--- src/rtl/ysyx_l1i_bus_bridge.sv ---
// ysyx_l1i_bus_bridge: L1I line-fill responder issuing one AXI4 INCR burst per request
module ysyx_l1i_bus_bridge #(
  parameter int XLEN       = 32,
  parameter int LINE_WORDS = 4
) (
  input  logic            clock,
  input  logic            reset,
  input  logic            arvalid,
  input  logic [XLEN-1:0] araddr,
  output logic            bus_ready,
  output logic [XLEN-1:0] rdata,
  output logic            rvalid,
  output logic            rlast,
  output logic            m_arvalid,
  input  logic            m_arready,
  output logic [XLEN-1:0] m_araddr,
  output logic [7:0]      m_arlen,
  output logic [2:0]      m_arsize,
  output logic [1:0]      m_arburst,
  input  logic            m_rvalid,
  output logic            m_rready,
  input  logic [XLEN-1:0] m_rdata,
  input  logic [1:0]      m_rresp,
  input  logic            m_rlast,
  output logic            bus_err
);
  localparam int CW = $clog2(LINE_WORDS);
  localparam logic [CW-1:0] LAST = CW'(LINE_WORDS - 1);
  localparam logic [XLEN-1:0] OFF_MASK = XLEN'(LINE_WORDS * XLEN / 8 - 1);
  typedef enum logic [1:0] {IDLE, AR, R} state_t;
  state_t state, state_nxt;
  logic [CW-1:0] cnt;
  logic beat, last_beat;
  assign beat      = m_rvalid && m_rready;
  assign last_beat = cnt == LAST;
  assign bus_ready = state == IDLE;
  assign m_arvalid = state == AR;
  assign m_rready  = state == R;
  assign m_arlen   = 8'(LINE_WORDS - 1);
  assign m_arsize  = 3'($clog2(XLEN / 8));
  assign m_arburst = 2'b01;
  // state register; reset abandons any burst in flight
  always_ff @(posedge clock or negedge reset)
    if (!reset) state <= IDLE;
    else state <= state_nxt;
  // request accept, AR handshake, and final-beat return to idle
  always_comb begin
    state_nxt = state;
    state_nxt = (bus_ready && arvalid)  ? AR   :
                (m_arvalid && m_arready) ? R    :
                (beat && last_beat)      ? IDLE : state;
  end
  // latched burst address, beat counter and registered L1I-side return path
  always_ff @(posedge clock or negedge reset)
    if (!reset) begin
      cnt      <= '0;
      m_araddr <= '0;
      rdata    <= '0;
      rvalid   <= 1'b0;
      rlast    <= 1'b0;
      bus_err  <= 1'b0;
    end else begin
      rvalid  <= beat;
      rlast   <= beat && last_beat;
      bus_err <= beat && (m_rresp != 2'b00 || m_rlast != last_beat);
      if (bus_ready && arvalid) m_araddr <= araddr & ~OFF_MASK;
      if (m_arvalid && m_arready) cnt <= '0;
      else if (beat) cnt <= cnt + 1'b1;
      if (beat) rdata <= m_rdata;
    end
endmodule

--- config.mk ---
export PLATFORM = sky130hd
export DESIGN_NAME = ysyx_l1i_bus_bridge
export DESIGN_NICKNAME = d
export VERILOG_FILES = /design/src/rtl/ysyx_l1i_bus_bridge.sv
export SDC_FILE = /design/constraint.sdc
export NUM_CORES = 1
export LEC_CHECK = 0
export BUFFER_PORTS_ARGS = -buffer_cell sky130_fd_sc_hd__buf_2
export CAP_MARGIN = 10
export CORE_MARGIN = 2
export CORE_UTILIZATION = 48
export DETAILED_ROUTE_END_ITERATION = 7
export PLACE_DENSITY = 0.85
export SYNTH_ARGS = -nofsm -noshare
export SYNTH_HDL_FRONTEND = slang
export SYNTH_SLANG_ARGS = --single-unit
--- constraint.sdc ---
create_clock -name clock -period 4.64 [get_ports clock]
set_input_delay 0.928 -clock clock [delete_from_list [all_inputs] [get_ports clock]]
set_output_delay 0.928 -clock clock [all_outputs]
set_load 0.02 [all_outputs]
==> impl_results.md, run 1 <==
* Outcome: completed
* Cell Area, Synth at 0.00284 mm^2
* Initial antenna violation count at 0
* Row Count at 28
* Seq/Total Area, Yosys at 0.590
* Placed cell count at 376
* Layout cells sized above 1 at 0.678
* Crit-path cells: nor2b_2 > buf_2
* # diodes at 0
* Number of synthesis warnings at 0
* Top cells by area, synth: dfrtp_1 59%, mux2_4 14%, mux2_2 13%, buf_4 4.5%, buf_12 2.1%
* Finished Cell Area at 0.00364 mm^2
* Area post-placement at between 0.003 and 0.004 mm^2
* Synth Instances at approximately 180
* Clock latency on the worst-skew pair at 330 ps
* Worst hold slack at 502 ps
* Hold Crit Class: reg2reg
* Slew Limit Fails at 0
* Required @ worst endpoint at around 3700 ps
* Synth area leader: dfrtp_1
* Kind of cell adding the most delay to the critical path: flip-flops
* CP max stage cell: dfrtp_1
* Per-cell routed wire length at 13.5 um
* CP arrival at 1240 ps
* CP Class: reg2out
* Layout Cells excl Fill at 392
* Initial core utilization at 0.489
* Hold-fix buffers, CTS at 0
* # IOs at 155
* Final core occ at 0.626
* Final wirelength at ~5300 um
* Syn-to-layout area delta at 28.1%
* Core area at 0.00582 mm^2
* CTS root buf: clkbuf_8
* Yosys cell types at 23
* Max Fclk at 0.461 GHz
* Relative slew slack at 0.595
* Die ar. at ~0.0066 mm^2
* CTS H-tree depth at 3
* CP max FO at 9
* Pre-CTS WS at roughly 2300 ps
* Antenna viol nets, final at 0
* Final setup violation count at 0
* Vias/cell at approximately 4.6
* Setup ws final at 2470 ps
* Die X at 80.9 um
* Largest net degree at the start of global routing at between 40 and 50
* CP Capture Type: primary output
* Commonest non-fill, non-tap cells in the layout: 133 x buf_2, 67 x dfrtp_1, 34 x mux2_2, 26 x mux2_4, 17 x conb_1
* Peak supply drop at 0.341 mV
* Vias in the first global route at 1701
* Max_cap viols at 0
* Clock-pin slew on the worst setup and hold paths at 70 ps
* RSZ-0062 raised after global routing: false
* IO buf count at between 100 and 150
* Gr ovfl total at 0
* Clock Path Buffers at 2
* Post-CTS sizing at 0
* R2r setup slk at 2810 ps
* Setup TNS at 0 ps
* CP Buf/Inv Count at 1
* First-pass GRT wire length at 7760 um
* Inserted Clock Buffers at 9
* Layout filler cell count at 455
* Die Ht at 80.9 um
* DR iter-0 viols at 11
* #FFs+latches synth at 67
* Synth top area share at 0.590
* Min Tclk post-route at 2170 ps
* Fin Clk Skew at ~5.2 ps
* Largest stage delay on the critical path at 510 ps
* Setup repair bufs after CTS at 0
* Total power at 2.79 mW
* Slew @ Worst Pin at between 600 and 700 ps
* Final Cycle Share at 0.468
* Dpl hpwl at 3950 um
* Commonest non-fill, non-tap cell in the layout: buf_2
* Final hold violation count at 0
* Nets at roughly 390
* Cell Pwr Density at 766 mW/mm^2
* Crit start category: flip-flop
* GRT Total Usage at 0.158
* Leak at 1.89 nW
* Routed via count at 1795
* DRC errors left at 0
* Router iterations before antenna repair at 3
* Sink Count at 67
* Final Wtd Congestion at 0.732
* Synth Area per Inst at 16.1 um^2
* CTS tree: done
==> synthesized netlist by cell type (all sizes together) <==
cell type / count
buf: 25
nand2b: 1
o31a: 1
a21o: 1
and2: 1
a221oi: 2
nand2: 3
mux2: 60
dfrtp: 67
conb: 2
nor2: 3
a21oi: 3
inv: 1
and3: 1
xor2: 1
ha: 1
nor3b: 1
nor2b: 2
==> routing by layer <==
metal	vias to the layer above	global-route usage	wire length, um
li1	842	-	-
met1	849	0.175	2110
met2	95	0.263	2540
met3	9	0.0578	552
met4	0	0.0898	93
met5	-	0	0
==> worst paths after layout <==
| check | start | endpoint | cells past startpoint |
|---|---|---|---|
| min reg2reg | rdata[8]$_DFFE_PN0P_ | rdata[8]$_DFFE_PN0P_ | 1 |
| min in group asynchronous | reset | rdata[5]$_DFFE_PN0P_ | 1 |
| max reg2reg | state[1]$_DFFE_PN0P_ | rdata[10]$_DFFE_PN0P_ | 3 |
| max | state[1]$_DFFE_PN0P_ | m_rready | 2 |
| max in group asynchronous | reset | rdata[13]$_DFFE_PN0P_ | 2 |
| min | rdata[8]$_DFFE_PN0P_ | rdata[8]$_DFFE_PN0P_ | 1 |
==> worst register-to-register path, cell delays in order, from the launching register on <==
cell and delay [ps]:
dfrtp_1 510, nor2b_2 230, and2_4 550, mux2_2 430
==> sequential cells by signal (all words and copies together), names as in the netlist <==
signal    count
bus_err       1
cnt           2
m_araddr     28
rdata        32
rlast         1
rvalid        1
state         2
==> power by group <==
part           leakage (nW)  switching, mW  internal (mW)
Combinational         0.989          0.689          0.594
Clock                0.0991          0.204          0.260
Sequential            0.797          0.162          0.878
Total                  1.89           1.06           1.73
==> cells by family (layout without fill, tap and decap cells) <==
logic type	Yosys count	in the layout	share of synthesized area
compound gates	7	7	0.0216
xor+xnor	1	1	0.00308
fa+ha+maj	1	1	0.00440
buf+inv	26	152	0.0828
flops	67	67	0.590
mux	60	60	0.272
other cells	2	17	0.00264
simple gates	12	12	0.0233
==> layout make-up <==
type | count | area, um^2 | share of cell area
sequential | 67 | 1680 | 0.461
multi-input combinational | 98 | 991 | 0.272
timing repair buffer | 135 | 681 | 0.187
clock buffer | 11 | 141 | 0.0388
tap | 75 | 93.8 | 0.0258
clock inverter | 5 | 52.6 | 0.0144
inverter | 1 | 3.75 | 0.00103
(Power assumes the default switching activity.)
==> run 2, diff against run 1 <==
Settings changed: CORE_UTILIZATION 48 to 40, PLACE_DENSITY 0.85 to 0.76.
Clock period 4.64 ns to 1.9 ns, I/O delays scaled along.
==> impl_results.md, run 2 (synthesis gave the netlist of run 1 again) <==
* Outcome: completed
* Max Fclk at 0.651 GHz
* Initial antenna violation count at 0
* Peak supply drop at 0.741 mV
* Gr ovfl total at 0
* Final Wtd Congestion at 0.686
* Sink Count at 67
* Largest stage delay on the critical path at 380 ps
* Slew Limit Fails at 0
* Layout cells sized above 1 at 0.680
* Biggest register: rdata
* R2r setup slk at 380 ps
* Routed via count at 1844
* Nets at 389
* Hold-fix buffers, CTS at 0
* Final setup violation count at 0
* CTS tree: done
* Required @ worst endpoint at 1520 ps
* CP Class: reg2out
* Worst hold slack at between 50 and 60 ps
* Die ar. at 0.00779 mm^2
* CTS H-tree depth at 3
* R2R Path End: rdata[10]$_DFFE_PN0P_
* RSZ-0062 raised after global routing: false
* Crit-path cells: buf_4 > nor2b_1 > buf_2
* Router iterations before antenna repair at 4
* Row Count at 30
* Die Ht at 88.3 um
* Reg2reg start: state[0]$_DFFE_PN0P_
* Largest register FFs at 32
* Hold Crit Class: in2async
* Commonest non-fill, non-tap cell in the layout: buf_2
* CP Buf/Inv Count at 2
* Clock latency on the worst-skew pair at between 300 and 400 ps
* DR iter-0 viols at 29
* CP arrival at 1160 ps
* Core area at 0.00683 mm^2
* Max_cap viols at 0
* Die X at 88.3 um
* First-pass GRT wire length at 8300 um
* CP Capture Type: primary output
* Cell Pwr Density at 1850 mW/mm^2
* DRC errors left at 0
* Fin Clk Skew at 7.68 ps
* Min Tclk post-route at 1540 ps
* Clock-pin slew on the worst setup and hold paths at 70 ps
* Initial core utilization at 0.416
* CP max FO at 7
* Final wirelength at 5440 um
* Largest net degree at the start of global routing at 40
* Dpl hpwl at 4090 um
* # IOs at ~160
* Commonest non-fill, non-tap cells in the layout: 133 x buf_2, 67 x dfrtp_1, 34 x mux2_2, 26 x mux2_4, 17 x conb_1
* Final Cycle Share at 0.809
* Antenna viol nets, final at 0
* CP max stage cell: dfrtp_1
* GRT Total Usage at 0.141
* Vias in the first global route at 1787
* Final hold violation count at 0
* Syn-to-layout area delta at 30.5%
* Vias/cell at 4.44
* Clock Path Buffers at 2
* Setup repair bufs after CTS at 0
* Kind of cell adding the most delay to the critical path: flip-flops
* Crit start category: flip-flop
* CTS root buf: clkbuf_8
* Setup TNS at 0 ps
* Largest regs: rdata: 32 flops, m_araddr: 28 flops
* Leak at 1.91 nW
* IO buf count at 133
* Layout filler cell count at a little under 600
* # diodes at 0
* Per-cell routed wire length at 13.1 um
* Post-CTS sizing at 0
* Inserted Clock Buffers at 9
* Worst reg-to-reg path cell count at 4
==> run 2: cell count changes in the layout (fill, tap and decap cells not counted), sizes merged <==
cell and delta:
clkinvlp -1, clkinv -1, buf +4
==> run 2: through the flow <==
stage | utilization | instances | cell area [um^2] | total power [mW] | setup WS [ps]
5_1_grt | 0.543 | 415 | 3710 | 7.29 | 263
3_5_place_dp | 0.516 | 401 | 3530 | 5.82 | 358
2_1_floorplan | - | 191 | 2900 | 4.85 | 285
6_report | 0.543 | 415 | 3710 | 6.87 | 363
4_1_cts | 0.543 | 415 | 3710 | 6.97 | 341
3_3_place_gp | 0.516 | 401 | 3530 | 5.72 | 373
==> run 2: per-layer routing <==
| layer | vias up | GRT usage | part of all wire |
|---|---|---|---|
| met4 | 0 | 0.0730 | 0.021 |
| met3 | 11 | 0.0522 | 0.10 |
| met1 | 874 | 0.164 | 0.41 |
| met2 | 105 | 0.228 | 0.46 |
| li1 | 854 | - | - |
| met5 | - | 0 | 0 |
==> run 2: layout make-up <==
| class | count | area [um^2] | share of cell area |
|---|---|---|---|
| multi-input combinational | 98 | 991 | 0.267 |
| sequential | 67 | 1680 | 0.452 |
| tap | 96 | 120 | 0.0324 |
| clock buffer | 11 | 141 | 0.0381 |
| timing repair buffer | 139 | 736 | 0.198 |
| clock inverter | 3 | 40.0 | 0.0108 |
| inverter | 1 | 3.75 | 0.00101 |
==> run 2: worst max path at each step <==
stage | start | endpoint | slack (ps) | cells after the start
3_3_place_gp | state[0]$_DFFE_PN0P_ | rdata[31]$_DFFE_PN0P_ | 370 | 4
2_1_floorplan | state[0]$_DFFE_PN0P_ | rdata[0]$_DFFE_PN0P_ | 290 | 5
4_1_cts | state[0]$_DFFE_PN0P_ | m_arvalid | 340 | 3
6_report | state[0]$_DFFE_PN0P_ | m_arvalid | 360 | 3
5_1_grt | state[0]$_DFFE_PN0P_ | bus_ready | 260 | 3
3_5_place_dp | state[0]$_DFFE_PN0P_ | rdata[10]$_DFFE_PN0P_ | 360 | 4
==> run 2: power breakdown <==
| group | internal [mW] | switching, mW |
|---|---|---|
| sequential | 2.14 | 0.349 |
| combinational | 1.52 | 1.75 |
| clock | 0.623 | 0.488 |
| total | 4.29 | 2.58 |
